--- src/rtl/rtype_sequencer_if.sv ---
// Control bundle between the R-type sequencer and the single-bus datapath.
// The sequencer sits on the master side; the datapath (or a bench) on the slave side.
interface rtype_sequencer_if #(
    parameter int ADDR_W = 4
);
    localparam int NREG = 1 << ADDR_W;

    logic            start;
    logic [31:0]     ir;
    logic            mem_ack;

    logic [NREG-1:0] r_in;
    logic [NREG-1:0] r_out;
    logic            PCout;
    logic            incPC;
    logic            MARin;
    logic            read;
    logic            MDRin;
    logic            PCin;
    logic            IRin;
    logic            MDRout;
    logic            Yin;
    logic            Zin;
    logic            ZLowOut;
    logic            ZHighOut;
    logic            LOin;
    logic            HIin;
    logic [4:0]      opcode;
    logic            busy;
    logic            done;
    logic            illegal;

    modport master (
        input  start, ir, mem_ack,
        output r_in, r_out, PCout, incPC, MARin, read, MDRin, PCin, IRin, MDRout,
               Yin, Zin, ZLowOut, ZHighOut, LOin, HIin, opcode, busy, done, illegal
    );

    modport slave (
        output start, ir, mem_ack,
        input  r_in, r_out, PCout, incPC, MARin, read, MDRin, PCin, IRin, MDRout,
               Yin, Zin, ZLowOut, ZHighOut, LOin, HIin, opcode, busy, done, illegal
    );
endinterface

--- src/rtl/rtype_sequencer.sv ---
// Hardwired Moore control unit: fetch (T0-T2) and execute (T3-T6) of one
// three-register ALU instruction per start pulse.
module rtype_sequencer #(
    parameter int ADDR_W = 4
) (
    input  logic              clock,
    input  logic              clear,
    rtype_sequencer_if.master ctl
);
    localparam int NREG = 1 << ADDR_W;
    localparam int RA_HI = 26;
    localparam int RB_HI = RA_HI - ADDR_W;
    localparam int RC_HI = RB_HI - ADDR_W;
    localparam int LOW_HI = RC_HI - ADDR_W;

    typedef enum logic [3:0] {
        S_IDLE, S_T0, S_T1, S_T1W, S_T2, S_T3, S_T4, S_T5, S_T6
    } state_t;

    state_t state_q, state_d;

    logic [4:0]        op;
    logic [ADDR_W-1:0] ra, rb, rc;
    logic              is_bin, is_un, is_md, legal;
    logic              unused_ir_low;

    assign op = ctl.ir[31:27];
    assign ra = ctl.ir[RA_HI -: ADDR_W];
    assign rb = ctl.ir[RB_HI -: ADDR_W];
    assign rc = ctl.ir[RC_HI -: ADDR_W];
    assign unused_ir_low = ^ctl.ir[LOW_HI:0];
    assign legal = is_bin | is_un;

    always_comb begin
        is_bin = 1'b0;
        is_un  = 1'b0;
        is_md  = 1'b0;
        case (op)
            5'b00011, 5'b00100, 5'b00101, 5'b00110, 5'b00111,
            5'b01000, 5'b01001, 5'b01010:   is_bin = 1'b1;
            5'b01110, 5'b01111: begin
                is_bin = 1'b1;
                is_md  = 1'b1;
            end
            5'b10000, 5'b10001:             is_un = 1'b1;
            default: ;
        endcase
    end

    always_ff @(posedge clock or posedge clear) begin
        if (clear) state_q <= S_IDLE;
        else       state_q <= state_d;
    end

    // T1W is the memory-wait copy of T1; it exists so PCin fires only once.
    always_comb begin
        state_d = state_q;
        case (state_q)
            S_IDLE:      if (ctl.start) state_d = S_T0;
            S_T0:        state_d = S_T1;
            S_T1, S_T1W: state_d = ctl.mem_ack ? S_T2 : S_T1W;
            S_T2:        state_d = S_T3;
            S_T3:        state_d = legal ? S_T4 : S_IDLE;
            S_T4:        state_d = S_T5;
            S_T5:        state_d = is_md ? S_T6 : S_IDLE;
            S_T6:        state_d = S_IDLE;
            default:     state_d = S_IDLE;
        endcase
    end

    always_comb begin
        ctl.r_in     = '0;
        ctl.r_out    = '0;
        ctl.PCout    = 1'b0;
        ctl.incPC    = 1'b0;
        ctl.MARin    = 1'b0;
        ctl.read     = 1'b0;
        ctl.MDRin    = 1'b0;
        ctl.PCin     = 1'b0;
        ctl.IRin     = 1'b0;
        ctl.MDRout   = 1'b0;
        ctl.Yin      = 1'b0;
        ctl.Zin      = 1'b0;
        ctl.ZLowOut  = 1'b0;
        ctl.ZHighOut = 1'b0;
        ctl.LOin     = 1'b0;
        ctl.HIin     = 1'b0;
        ctl.opcode   = '0;
        ctl.busy     = (state_q != S_IDLE);
        ctl.done     = 1'b0;
        ctl.illegal  = 1'b0;
        case (state_q)
            S_T0: begin
                ctl.PCout = 1'b1;
                ctl.MARin = 1'b1;
                ctl.incPC = 1'b1;
                ctl.Zin   = 1'b1;
            end
            S_T1, S_T1W: begin
                ctl.read    = 1'b1;
                ctl.MDRin   = 1'b1;
                ctl.ZLowOut = 1'b1;
                ctl.PCin    = (state_q == S_T1);
            end
            S_T2: begin
                ctl.MDRout = 1'b1;
                ctl.IRin   = 1'b1;
            end
            S_T3: begin
                ctl.opcode = op;
                if (legal) begin
                    ctl.r_out[rb] = 1'b1;
                    ctl.Yin       = 1'b1;
                end else begin
                    ctl.illegal = 1'b1;
                end
            end
            S_T4: begin
                ctl.opcode = op;
                ctl.Zin    = 1'b1;
                if (is_un) ctl.r_out[rb] = 1'b1;
                else       ctl.r_out[rc] = 1'b1;
            end
            S_T5: begin
                ctl.opcode  = op;
                ctl.ZLowOut = 1'b1;
                if (is_md) begin
                    ctl.LOin = 1'b1;
                end else begin
                    ctl.r_in[ra] = 1'b1;
                    ctl.done     = 1'b1;
                end
            end
            S_T6: begin
                ctl.opcode   = op;
                ctl.ZHighOut = 1'b1;
                ctl.HIin     = 1'b1;
                ctl.done     = 1'b1;
            end
            default: ;
        endcase
    end

    initial begin : unused_width_guard
    end
endmodule
--- src/flat_wrapper.sv ---
// flat-port wrapper written by rule: the top's interface ports become plain ports
module rtype_sequencer_flat 
#(
    parameter int ADDR_W = 4
)
  (clock, clear, ctl_start, ctl_ir, ctl_mem_ack, ctl_r_in, ctl_r_out, ctl_PCout, ctl_incPC, ctl_MARin, ctl_read, ctl_MDRin, ctl_PCin, ctl_IRin, ctl_MDRout, ctl_Yin, ctl_Zin, ctl_ZLowOut, ctl_ZHighOut, ctl_LOin, ctl_HIin, ctl_opcode, ctl_busy, ctl_done, ctl_illegal);
  rtype_sequencer_if #(.ADDR_W(ADDR_W)) ctl_i ();
  input  logic clock;
  input  logic clear;
  input wire logic [$bits(ctl_i.start)-1:0] ctl_start;
  input wire logic [$bits(ctl_i.ir)-1:0] ctl_ir;
  input wire logic [$bits(ctl_i.mem_ack)-1:0] ctl_mem_ack;
  output wire logic [$bits(ctl_i.r_in)-1:0] ctl_r_in;
  output wire logic [$bits(ctl_i.r_out)-1:0] ctl_r_out;
  output wire logic [$bits(ctl_i.PCout)-1:0] ctl_PCout;
  output wire logic [$bits(ctl_i.incPC)-1:0] ctl_incPC;
  output wire logic [$bits(ctl_i.MARin)-1:0] ctl_MARin;
  output wire logic [$bits(ctl_i.read)-1:0] ctl_read;
  output wire logic [$bits(ctl_i.MDRin)-1:0] ctl_MDRin;
  output wire logic [$bits(ctl_i.PCin)-1:0] ctl_PCin;
  output wire logic [$bits(ctl_i.IRin)-1:0] ctl_IRin;
  output wire logic [$bits(ctl_i.MDRout)-1:0] ctl_MDRout;
  output wire logic [$bits(ctl_i.Yin)-1:0] ctl_Yin;
  output wire logic [$bits(ctl_i.Zin)-1:0] ctl_Zin;
  output wire logic [$bits(ctl_i.ZLowOut)-1:0] ctl_ZLowOut;
  output wire logic [$bits(ctl_i.ZHighOut)-1:0] ctl_ZHighOut;
  output wire logic [$bits(ctl_i.LOin)-1:0] ctl_LOin;
  output wire logic [$bits(ctl_i.HIin)-1:0] ctl_HIin;
  output wire logic [$bits(ctl_i.opcode)-1:0] ctl_opcode;
  output wire logic [$bits(ctl_i.busy)-1:0] ctl_busy;
  output wire logic [$bits(ctl_i.done)-1:0] ctl_done;
  output wire logic [$bits(ctl_i.illegal)-1:0] ctl_illegal;
  assign ctl_i.start = ctl_start;
  assign ctl_i.ir = ctl_ir;
  assign ctl_i.mem_ack = ctl_mem_ack;
  assign ctl_r_in = ctl_i.r_in;
  assign ctl_r_out = ctl_i.r_out;
  assign ctl_PCout = ctl_i.PCout;
  assign ctl_incPC = ctl_i.incPC;
  assign ctl_MARin = ctl_i.MARin;
  assign ctl_read = ctl_i.read;
  assign ctl_MDRin = ctl_i.MDRin;
  assign ctl_PCin = ctl_i.PCin;
  assign ctl_IRin = ctl_i.IRin;
  assign ctl_MDRout = ctl_i.MDRout;
  assign ctl_Yin = ctl_i.Yin;
  assign ctl_Zin = ctl_i.Zin;
  assign ctl_ZLowOut = ctl_i.ZLowOut;
  assign ctl_ZHighOut = ctl_i.ZHighOut;
  assign ctl_LOin = ctl_i.LOin;
  assign ctl_HIin = ctl_i.HIin;
  assign ctl_opcode = ctl_i.opcode;
  assign ctl_busy = ctl_i.busy;
  assign ctl_done = ctl_i.done;
  assign ctl_illegal = ctl_i.illegal;
  rtype_sequencer #(.ADDR_W(ADDR_W)) u_core (.clock(clock), .clear(clear), .ctl(ctl_i));
endmodule
--- config.mk ---
export PLATFORM = sky130hd
export DESIGN_NAME = rtype_sequencer_flat
export DESIGN_NICKNAME = d
export VERILOG_FILES = /design/src/rtl/rtype_sequencer_if.sv /design/src/rtl/rtype_sequencer.sv /design/src/flat_wrapper.sv
export SDC_FILE = /design/constraint.sdc
export NUM_CORES = 1
export LEC_CHECK = 0
export CORE_ASPECT_RATIO = 1.5
export CORE_MARGIN = 2
export CORE_UTILIZATION = 32
export DETAILED_ROUTE_END_ITERATION = 8
export PLACE_DENSITY = 0.75
export RECOVER_POWER = 100
export SETUP_SLACK_MARGIN = 0.4
export SYNTH_ARGS = -nofsm -noshare
export SYNTH_HDL_FRONTEND = slang
export SYNTH_SLANG_ARGS = --single-unit
--- constraint.sdc ---
create_clock -name clock -period 1.9 [get_ports clock]
set_input_delay 0.38 -clock clock [delete_from_list [all_inputs] [get_ports clock]]
set_output_delay 0.38 -clock clock [all_outputs]
set_load 0.01 [all_outputs]
== Word-level counts from Yosys, hierarchy flattened ==
Index checks and enable logic that the tools add are counted.

* $lt $le $gt $ge: 6
* Equality and inequality tests: 21
* Muxes and demuxes: 35
* Reduce and logical (&&, ||, !) cells: 12
* Bitwise operators: 1

{| class="wikitable"
|+ Operators by type and width
! kind !! number
|-
| two-way mux 16 bit || 4
|-
| one-hot mux 16 bit (2 select lines) || 1
|-
| one-hot mux 4 bit (7 select lines) || 1
|-
| equality test 5 x 4 -> 1 bit, second input constant || 5
|-
| equality test 5 x 3 -> 1 bit, second input constant || 4
|-
| two-way mux 1 bit || 20
|-
| equality test 4 x 3 -> 1 bit, second input constant || 4
|-
| < comparator 4 x 5 -> 1 bit, second input constant || 3
|-
| demux 1 bit (select 4 bit) || 3
|-
| greater-or-equal comparator 4 x 1 -> 1 bit, second input constant || 3
|-
| equality test 5 bit, second input constant || 2
|-
| OR reduction 10 bit || 1
|-
| equality test 4 x 2 -> 1 bit, second input constant || 2
|-
| two-way mux 4 bit || 2
|-
| OR reduction 2 bit || 4
|-
| two-way mux 3 bit || 2
|-
| equality test 5 x 2 -> 1 bit, second input constant || 1
|-
| two-way mux 5 bit || 1
|-
| equality test 4 x 1 -> 1 bit, second input constant || 1
|-
| equality test 4 bit, second input constant || 1
|-
| zero test 4 bit || 1
|-
| nonzero test 4 bit || 1
|-
| OR reduction 4 bit || 1
|-
| logical AND 1 bit || 3
|-
| 4 further kinds || 4
|}

* Logic and storage cells: 76
* Register bits: 4
* Output and inout port bits: 54
* Input port bits: 36

== Longest topological paths before layout ==
* Depth after elaboration: 6
* Mapped depth: 6
* Depth with buffers taken out: 4

== Least setup slack after synthesis ==
Ideal clock, no wire load.

* Path type: input to output
* Start: input port ctl_ir[30]
* End: output port ctl_r_out[11]
* Path slack: -0.089 ns
* Arrival: 1.609 ns
* Path buffers: 2
* Required time: 1.520 ns
* Stages: 5
* Cells stage by stage: buf_2 > nor4b_1 > buf_4 > o21ai_0 > a221oi_1

* Word-level cells in the longest chain between the ends: 6
* Elaborated cells on any way between the ends: 20
* Those cells by class: eq/ne: 12; mux: 5; bitwise: 1; reduce/logical: 2

{| class="wikitable"
|+ Ends and longest elaborated chain
! item !! line !! text
|-
| start: declaration || flat_wrapper.sv:11 || <nowiki>input wire logic [$bits(ctl_i.ir)-1:0] ctl_ir;</nowiki>
|-
| equality test 5 x 2 -> 1 bit, or another cell as far along || rtype_sequencer.sv:38 || <nowiki>case (op)</nowiki>
|-
| OR reduction 10 bit (no source line) or OR reduction 2 bit (tied branches) || n/a ||
|-
| two-way mux 1 bit || rtype_sequencer.sv:38 ||
|-
| bitwise OR 1 bit || rtype_sequencer.sv:32 || <nowiki>assign legal = is_bin | is_un;</nowiki>
|-
| two-way mux 16 bit || rtype_sequencer.sv:111 || <nowiki>if (legal) begin</nowiki>
|-
| one-hot mux 16 bit (2 select lines) * || rtype_sequencer.sv:92 || <nowiki>case (state_q)</nowiki>
|-
| end: declaration || flat_wrapper.sv:14 || <nowiki>output wire logic [$bits(ctl_i.r_out)-1:0] ctl_r_out;</nowiki>
|}

Every way passes the cells marked *; elsewhere a longest branch is shown, timed or not.

== Final worst setup path ==
* Start: register u_core.state_q[3]
* End: output port ctl_r_out[14]

* Word-level cells in the longest chain between the ends: 2
* Elaborated cells on any way between the ends: 3
* Those cells by class: eq/ne: 2; mux: 1

{| class="wikitable"
|+ Ends and longest elaborated chain
! item !! line !! text
|-
| start: declaration || rtype_sequencer.sv:20 || <nowiki>state_t state_q, state_d;</nowiki>
|-
| start signal: assignment || rtype_sequencer.sv:52 || <nowiki>else state_q <= state_d;</nowiki>
|-
| equality test 4 x 3 -> 1 bit || rtype_sequencer.sv:92 ||
|-
| one-hot mux 16 bit (2 select lines) * || rtype_sequencer.sv:92 ||
|}

Marks and branches as above.

==> out/qor.csv <==
metric;value;unit
Netlist cell types;44;
final setup violation count;43;
EDFF count, synth;0;
clk_skew;0.00373;ns
VDD IR max;0.965;mV
DRC violations left;0;
CP endpoint kind;output pin;
# clock sinks;4;
clk_lat worst skew;0.22;ns
register area;104;um2
Remaining Overflow, GRT;0;
Max-cap violations;0;
global-route wire length before repair;11.9;mm
worst-path fanout max;8;
Reg with most FFs;u_core.state_q;
Die ar.;4520;um2
R2R Setup Slk;0.02;ns
clock root buffer;clkbuf_8;
initial antenna violation count;1;
post-route ant nets;0;
Pleak;1.59;nW
I/O pins;90;
synthesized area per cell;6.85;um2
Mapped Area;1270;um2
max_slew headroom;67.1;%
Regs by FF count;u_core.state_q: 4 flops;
failing checks;setup timing;
PnR worst setup slack;-0.523;ns
Starting Density;32.8;%
Post-Synthesis Cells;186;
area grow syn2layout;188;%
syn_nets;222;
pwr dens;889;nW/um2
DRT Pass-1 Iters;5;
Final Hold Vio Count;0;
RSZ-0062 raised after global routing;yes;
layout cells sized above 1;79.6;%
setup_tns;-14.21;ns
Critical Path Source Type;flop;
Final Critical Period;2.42;ns
TritonCTS buffer count;3;
Core Area;3890;um2
fin crit share;128;%
Largest register FFs;4;
Clock Tree Buf Depth;2;
Clock transition at path regs;0.04;ns
Syn. warnings;0;
Peak Freq;413;MHz
DP HPWL;4.30;mm
DR iter-0 viols;227;
drt via density;6.33;
detailed-route wire length per cell;25.4;um
vias in the first global route;2414;
CTS Hold Bufs;0;
Horiz. Die Dim;55.5;um
std cell rows;28;
area of the multi-input gates;1560;um2
worst-margin pin slew;0.489;ns
Critical Path RT;1.52;ns
sequential share of the synthesized area;7.85;%
pin count of the biggest net entering global routing;11;
H-tree levels;1;
share of flip-flops with an asynchronous set or reset;100;%
status;finished, violations left;
hold crit path type;input port to asynchronous set/reset pin;
vias post-DR;2616;
Die H;81.3;um
CTS tree;done;
Final Net Count;404;
fillers;105;
max-slew violation count;0;
critical path arrival;2.04;ns
Port-buffer cells;74;
gr usage total;33.5;%
critical path type;flop to output pin;
WL final;10.5;mm
pre-CTS WS;-1.04;ns
gpl congestion;0.936;
synthesized flop and latch total;4;
prevailing post-synth register cell;dfrtp_1;
## logic make-up (layout without fill, tap and decap cells)
group,count (synthesis),count (layout),share of synthesized area [%]
other,0,1,0
AND/OR/NAND/NOR,104,104,49.6
XOR/XNOR,1,1,0.687
AO/OA/AOI/OAI,55,55,31.7
flip-flops,4,4,7.85
buffers and inverters,22,203,10.2
## area by class of cell
type	count	share of cell area, %
flip-flops and latches	4	2.83
inverters	6	0.750
diodes	1	0.0681
repair buffers	193	51.1
multi-input cells	160	42.5
clock buffers	4	1.23
well taps	45	1.53
## layout by cell type, fill, tap and decap left out, types with 7 or more instances in the layout
master,instances
a22oi_2,9
buf_2,30
nor2_1,14
buf_6,79
buf_4,57
o21ai_1,7
buf_12,7
nor2_4,10
a211oi_2,11
clkdlybuf4s50_1,7
nor2_2,9
nor3_4,8
## metrics by stage
stage,hold WS [ns],cells,area [um2],util [%],power [W]
2_1_floorplan,0.146,186,1470,-,0.000958
6_report,0.508,413,3670,94.4,0.00327
3_5_place_dp,0.589,346,2610,67.1,0.00171
4_1_cts,0.358,390,3210,82.5,0.00247
3_3_place_gp,0.583,346,2610,67.1,0.00169
5_1_grt,0.526,413,3670,94.4,0.00334
## metal layers
metal / up-vias / part of all wire (%) / GRT usage, %
li1: 1052 / - / -
met3: 104 / 7.4 / 4.62
met2: 238 / 51 / 68.3
met1: 1222 / 31 / 31.2
met4: 0 / 10 / 18.8
met5: - / 0 / 0
## worst paths after layout
path,from,to,cells after the start
max,u_core.state_q[3]$_DFFE_PP0P_,ctl_r_out[14],8
min,clear,u_core.state_q[1]$_DFFE_PP0P_,2
max reg2reg,u_core.state_q[3]$_DFFE_PP0P_,u_core.state_q[1]$_DFFE_PP0P_,11
min reg2reg,u_core.state_q[3]$_DFFE_PP0P_,u_core.state_q[0]$_DFFE_PP0P_,3
max in group asynchronous,clear,u_core.state_q[0]$_DFFE_PP0P_,2
min in group clock,u_core.state_q[3]$_DFFE_PP0P_,u_core.state_q[0]$_DFFE_PP0P_,3
## synth_stat cells (all sizes together) (2+ instances only)
cell | n | area share (%)
a211oi | 11 | 7.7
a21oi | 2 | 0.79
a221oi | 5 | 3.4
a22oi | 9 | 5.3
a31oi | 3 | 1.5
and2 | 6 | 2.9
and3 | 2 | 0.98
buf | 13 | 7.2
clkbuf | 3 | 1.3
dfrtp | 4 | 7.9
inv | 6 | 1.8
nand2 | 9 | 2.6
nand2b | 7 | 3.6
nand3 | 9 | 3.5
nand3b | 3 | 1.8
nor2 | 33 | 9.7
nor2b | 9 | 4.4
nor3 | 18 | 11
nor4 | 2 | 2.2
o21ai | 18 | 7.1
## where the power goes
part / switching [W] / total, W / internal [W]
Combinational: 0.00131 / 0.00287 / 0.00156
Clock: 0.0000578 / 0.000202 / 0.000145
Sequential: 0.0000704 / 0.000195 / 0.000125
## repair_timing
action | in CTS | in global routing
endpoints found under the setup margin | 56 | 55
cloned | 3 | 1
pin swaps | 35 | 35
buffers inserted | 37 | 21
gates resized for setup | 363 | 71
## worst max-delay path, stage by stage, from the launching register on
cell and delay (ns):
dfrtp_1 0.42, buf_6 0.15, nand2b_4 0.15, nor3_4 0.28, buf_6 0.15, buf_16 0.12, o21ai_4 0.07, a221oi_2 0.27
buf_2 0.19
(Power assumes the default switching activity.)
